<file path="config.mk">
export PLATFORM = sky130hd
export DESIGN_NAME = pipeline_stall_ctrl
export DESIGN_NICKNAME = d
export VERILOG_FILES = /design/src/rtl/pipeline_stall_ctrl.sv
export SDC_FILE = /design/constraint.sdc
export NUM_CORES = 1
export LEC_CHECK = 0
export ABC_AREA = 1
export CORE_MARGIN = 1
export CORE_UTILIZATION = 54
export DETAILED_ROUTE_END_ITERATION = 10
export PLACE_DENSITY = 0.81
export SLEW_MARGIN = 20
export SYNTH_ARGS = -nofsm -noshare
export SYNTH_HDL_FRONTEND = slang
export SYNTH_SLANG_ARGS = --single-unit
</file>
<file path="constraint.sdc">
create_clock -name clk_i -period 1.8 [get_ports clk_i]
set_input_delay 0.27 -clock clk_i [delete_from_list [all_inputs] [get_ports clk_i]]
set_output_delay 0.27 -clock clk_i [all_outputs]
set_load 0.01 [all_outputs]
</file>
<file path="src/rtl/pipeline_stall_ctrl.sv">
`default_nettype none
// ============================================================================
// Module      : pipeline_stall_ctrl
// Description : Stall/flush sequencer for a 5-stage MIPS pipeline. Merges the
//               load-use hazard flag, the ID-stage branch decision and the
//               data-memory wait handshake into per-stage write enables,
//               IF/ID flush, ID/EX bubble and the data-memory request line.
// Revision    : 1.0 - initial release
// ============================================================================
module pipeline_stall_ctrl #(
  parameter int unsigned TIMEOUT = 255,
  parameter int unsigned TO_W    = 8,
  parameter int unsigned CNT_W   = 32
) (
  input  logic             clk_i,
  input  logic             rst_i,
  input  logic             load_use_i,
  input  logic             branch_taken_i,
  input  logic             mem_access_i,
  input  logic             mem_ack_i,
  output logic             pc_write_o,
  output logic             if_id_write_o,
  output logic             if_id_flush_o,
  output logic             id_ex_bubble_o,
  output logic             ex_mem_write_o,
  output logic             mem_wb_write_o,
  output logic             mem_req_o,
  output logic             err_o,
  output logic [CNT_W-1:0] stall_cycles_o
);

  typedef enum logic [1:0] {
    S_RUN  = 2'd0,
    S_WAIT = 2'd1,
    S_ERR  = 2'd2
  } state_t;

  localparam logic [TO_W-1:0]  C_TIMEOUT  = TO_W'(TIMEOUT);
  localparam logic [CNT_W-1:0] C_CNT_MAX  = {CNT_W{1'b1}};

  state_t            state_q, state_d;
  logic [TO_W-1:0]   wait_cnt_q, wait_cnt_d;
  logic [CNT_W-1:0]  stall_cnt_q, stall_cnt_d;

  logic              freeze;
  logic              in_err;

  // Freeze condition and memory request derived from the handshake state.
  always_comb begin
    freeze    = 1'b0;
    mem_req_o = 1'b0;
    in_err    = 1'b0;
    case (state_q)
      S_RUN: begin
        mem_req_o = mem_access_i & ~rst_i;
        freeze    = mem_access_i & ~mem_ack_i;
      end
      S_WAIT: begin
        mem_req_o = ~rst_i;
        freeze    = ~mem_ack_i;
      end
      S_ERR: begin
        in_err = 1'b1;
      end
      default: begin
        in_err = 1'b1;
      end
    endcase
  end

  // Per-stage enables: reset/error > freeze > load-use > branch > normal.
  always_comb begin
    pc_write_o     = 1'b0;
    if_id_write_o  = 1'b0;
    if_id_flush_o  = 1'b0;
    id_ex_bubble_o = 1'b0;
    ex_mem_write_o = 1'b0;
    mem_wb_write_o = 1'b0;
    if (rst_i || in_err || freeze) begin
      // whole pipe holds; defaults already zero
    end else if (load_use_i) begin
      id_ex_bubble_o = 1'b1;
      ex_mem_write_o = 1'b1;
      mem_wb_write_o = 1'b1;
    end else begin
      pc_write_o     = 1'b1;
      if_id_write_o  = 1'b1;
      if_id_flush_o  = branch_taken_i;
      ex_mem_write_o = 1'b1;
      mem_wb_write_o = 1'b1;
    end
  end

  // Next-state for the memory-wait sequencer and the stall statistic.
  always_comb begin
    state_d     = state_q;
    wait_cnt_d  = wait_cnt_q;
    stall_cnt_d = stall_cnt_q;
    case (state_q)
      S_RUN: begin
        if (freeze) begin
          state_d    = S_WAIT;
          wait_cnt_d = TO_W'(1);
        end
      end
      S_WAIT: begin
        if (mem_ack_i) begin
          state_d    = S_RUN;
          wait_cnt_d = '0;
        end else if (wait_cnt_q == C_TIMEOUT) begin
          state_d = S_ERR;
        end else begin
          wait_cnt_d = wait_cnt_q + TO_W'(1);
        end
      end
      S_ERR: begin
        state_d = S_ERR;
      end
      default: begin
        state_d = S_ERR;
      end
    endcase
    // Saturating count of cycles in which the PC did not advance.
    if (!pc_write_o && (stall_cnt_q != C_CNT_MAX)) begin
      stall_cnt_d = stall_cnt_q + CNT_W'(1);
    end
  end

  // State registers with asynchronous reset.
  always_ff @(posedge clk_i or posedge rst_i) begin
    if (rst_i) begin
      state_q     <= S_RUN;
      wait_cnt_q  <= '0;
      stall_cnt_q <= '0;
    end else begin
      state_q     <= state_d;
      wait_cnt_q  <= wait_cnt_d;
      stall_cnt_q <= stall_cnt_d;
    end
  end

  assign err_o          = in_err & ~rst_i;
  assign stall_cycles_o = stall_cnt_q;

endmodule
`default_nettype wire

</file>
# Word level (Yosys, flattened, before mapping)
# Cells that the tools add are included.
# word_totals
inputBits,6
ff_bits,42
output_inout_bits,40
wordCells,43
# classes
mux,18
add_sub_neg,2
eq_ne,6
reduce_logical,9
bitwise,5
# op_table
operator,count
$add 32x1->32 const B,1
$ne 32x32->1 const B,1
$mux 8,3
$pmux 8 s2,1
$add 8x1->8 const B,1
$eq 8x8->1 const B,1
$mux 1,8
$mux 2,3
$ne 3x3->1 const B,2
$pmux 1 s2,2
$pmux 2 s2,1
$and 1x1->1,3
$reduce_and 3->1,1
$eq 2x1->1 const B,1
$logic_not 2->1,1
$logic_or 1x1->1,2
$ne 2x2->1 const B,1
$not 1->1,2
$reduce_and 2->1,1
$reduce_bool 2->1,1
$reduce_or 2->1,1
$logic_and 1x1->1,1
$logic_not 1->1,1

# Logic depth before layout (Yosys ltp)
# depth
ltp_word,8
depth_mapped,11
depth_no_buf,10

# Least setup slack after synthesis
# No wires, ideal clock.
# synth_path
kind,register to register
from,"register stall_cnt_q[1], in the netlist stall_cycles_o[1]"
to,"register stall_cnt_q[13], in the netlist stall_cycles_o[13]"
required_time_ns,1.683
setup_ns,0.117
stages_incl_launch_ff,12
n_path_buf,1
synth_period_minus_slack_ns,1.633
path_slack_ns,0.167
t_arrival_ns,1.517
cell_sequence,dfrtp_1 -> ha_1 -> inv_1 -> nor2_4 -> nand2_4 -> nor2_4 -> nand2_2 -> nand2_4 -> inv_2 -> buf_2 -> nand2_1 -> nand2_1
# synth_between
elab_chain_len,2
word_cells_on_any_way,3
cone_classes,add/sub: 1; eq/ne: 1; reduce/logical: 1
# synth_rtl
element,line_no,rtl
"start, declared",43,"logic [CNT_W-1:0] stall_cnt_q, stall_cnt_d;"
"start signal, assigned",138,stall_cnt_q <= stall_cnt_d;
"parallel branches: the longest is 2 deep, another holds $add 32x1->32",n/a,
# Parallel ways; which one is timed is not known.
# A chain may end at the register's enable or synchronous reset.

# Final worst setup path
# layout_path
from,input port rst_i
to,output port err_o
# layout_between
elab_chain_len,2
# layout_rtl
element,line_no,rtl
"start, declared",16,"input logic rst_i,"
$not 1->1,142,assign err_o = in_err & ~rst_i;
$and 1x1->1,142,
"end, declared",28,"output logic err_o,"
# No other way between the ends.

==> out/qor.yml <==
outcome:
  status: "complete, no violations"
global_routing:
  grt_max_degree: 27
  grt_overflow: 0
  antenna_found_initial: 0
  grt_pass1_vias: 2706
  grt_use_total_pct: 29.2
  grt_first_pass_wirelength_mm: 11.9
yosys:
  syn_avg_cell_area_um2: 6.38
  ys_ff_latch: 42
  synth_edf_count: 0
  syn_area_mm2: 0.00274
  synth_area_leaders: "dfrtp_1, nand2_1, nor2_1"
  synth_top_area_share_pct: 38.4
  ys.flop_type: "dfrtp_1"
  yosys_warnings: 0
  synth_top_area_cell: "dfrtp_1"
  syn_nets: 437
  synthCells: 429
  yosysSeqAreaShare_pct: 38.4
  ys_types: 23
  synth_async_sr_flop_share_pct: 100
power:
  peakVddDrop_uv: 397
  power.leakage_nw: 1.70
  p_per_area_mw_per_mm2: 498
setup_path:
  crit_family: "buffers and inverters"
  path_buf_inv: 3
  start_kind: "primary input"
  worstSetupEndpointType: "primary output"
  crit_fanout: 3
  slowest_stage: "clkdlybuf4s50_1"
  arrival_ns: 1.47
  crit_cells: 4
  reg2reg_depth: 10
  cpMostUsedCell: "clkdlybuf4s50_1"
  critPathMaxStageDelay_ns: 0.54
  cp_cell_sequence: "clkdlybuf4s50_1, buf_4, nor2_1, clkdlybuf4s50_1"
  critical_path_class: "primary input to primary output"
  rrSetupSlack_ns: 0.13
  cp.required_ns: 1.53
run:
  cap_violations: 0
route:
  wl_mm: 7.11
  post_drt_wl_per_cell_um: 12.4
  via_per_inst: 5.06
  ant_nets: 0
  via_count: 2907
  drc: 0
  drt_iter0_drc: 189
  first_pass_iters: 5
clock_tree:
  htree_levels: 2
  cts-root-buf: "clkbuf_8"
  clockBufferDepth: 2
  clk_pin_slew_ns: 0.08
  cts_setup_buffers: 0
  cts_sinks: 42
  ctsHoldBuffers: 0
  cts_tree: "built"
  clock_latency_ns: 0.31
  cts_made_buffers: 5
layout:
  syn_to_final_growth_pct: 30.5
  post-route-util_pct: 74.6
  num_antenna_cells: 0
  fin_area_mm2: 0.00357
  fill_cells: 416
  finalNetCount: 514
  drive_gt1_share_pct: 10.5
sta:
  period_share_pct: 96.5
  hold_viol: 0
  skew_ns: 0.00516
  fin_crit_ns: 1.74
  worst_pin_slew_ns: 0.351
  setup_violations: 0
  setup_ws_ns: 0.0630
  fmax_mhz: 576
  slew_headroom_pct: 76.5
  slew_violations: 0
  timing.setup.tns_ns: 0
place:
  dpl.hpwl_mm: 5.54
  placed_area_mm2: 0.00346
  place_congestion: 0.973
  pre_cts_ws_ns: -0.139
  io_buffers: 45
floorplan:
  die_width_um: 73.2
  die_area_mm2: 0.00536
  ios: 46
  rows: 25
  die_h_um: 73.2
  core_area_mm2: 0.00479
  initial_core_util_pct: 57.2
min_path:
  hold_class: "primary input to async pin"
[worst register-to-register path, stage by stage (launching register included)]
cell,delay (ns)
dfrtp_1,0.48
nand2_1,0.14
nor2_4,0.19
nand2_4,0.10
nor2_4,0.15
nand2_2,0.09
nand2_4,0.08
inv_2,0.05
buf_4,0.16
nand2_1,0.07
nand2_1,0.05
[cell usage in the layout (no fill, tap or decap), drive strengths merged]
cell type / Yosys / final
bufinv: 0 / 1
nand2: 210 / 210
dlygate4sd2: 0 / 7
dfrtp: 42 / 42
o41ai: 1 / 1
clkinvlp: 0 / 1
ha: 2 / 2
o21bai: 2 / 2
o21ai: 14 / 14
xnor2: 8 / 8
xor2: 7 / 7
nor2: 70 / 70
buf: 9 / 34
nand3: 22 / 22
inv: 37 / 37
clkbuf: 0 / 6
and3: 1 / 1
clkdlybuf4s50: 0 / 38
o31ai: 1 / 1
a21oi: 1 / 1
nand4: 2 / 2
[Yosys cell counts (2+ instances only)]
library cell and number:
nand2_1 207, nor2_1 67, dfrtp_1 42, inv_1 36
nand3_1 22, o21ai_0 14, xnor2_1 8, xor2_1 7
buf_2 4, buf_6 3, buf_4 2, ha_1 2
nand2_4 2, nand4_1 2, nor2_4 2, o21bai_1 2
[per-layer routing]
layer	GRT usage, %	vias to the layer above	share of wire (%)
li1	-	1457	-
met1	37.4	1345	45
met2	50.6	99	48
met3	5.11	6	5.2
met4	8.28	0	1.0
met5	0	-	0
[sequential cells by signal, summed over array words and instances, names as in the netlist]
| register | flops |
|---|---|
| state_q | 2 |
| stall_cycles_o | 32 |
| wait_cnt_q | 8 |
[cells by family (layout without fill, tap and decap cells)]
logic type,count (synthesis),in the layout,share of synthesized area [%]
buffers and inverters,46,124,7.59
and+or+nand+nor,305,305,44.4
DFF,42,42,38.4
adders and majority gates,2,2,0.914
AOI/OAI and AO/OA,19,19,3.89
xor gates and xnor gates,15,15,4.80
[path summary, 6_finish.rpt]
kind	start	to
max in group asynchronous	rst_i	stall_cycles_o[18]
max	rst_i	err_o
min	rst_i	wait_cnt_q[3]
min in group clk_i	state_q[0]	state_q[0]
min reg2reg	state_q[0]	state_q[0]
max reg2reg	stall_cycles_o[2]	stall_cycles_o[27]
[where the power goes]
group | internal (mW) | leakage [nW] | switching, mW | total [mW]
Combinational | 0.0257 | 1.09 | 0.0326 | 0.0583
Sequential | 0.948 | 0.556 | 0.00595 | 0.954
Clock | 0.414 | 0.0514 | 0.354 | 0.768
[layout make-up]
type	instances	area, µm²	area share (%)
Clock inverter	2	37.5	1.05
Multi-Input combinational cell	341	1490	41.6
Tap cell	67	83.8	2.35
Timing Repair Buffer	79	701	19.6
Sequential cell	42	1050	29.4
Inverter	37	139	3.89
Clock buffer	6	72.6	2.03
[timing repair]
| item | in CTS | in global routing |
|---|---|---|
| endpoints found under the setup margin | 7 | 16 |
| gates resized for setup | 8 | 5 |
| pin swaps | 0 | 1 |
[metrics by stage]
stage / hold WS, ns / power (mW) / instances
floorplan: 0.354 / 0.998 / 429
global placement: 0.477 / 1.03 / 566
detailed placement: 0.482 / 1.03 / 566
CTS: 0.464 / 1.79 / 574
global route: 0.513 / 1.81 / 574
finish: 0.451 / 1.78 / 574
No activity file was read; power rests on OpenSTA's default activity.
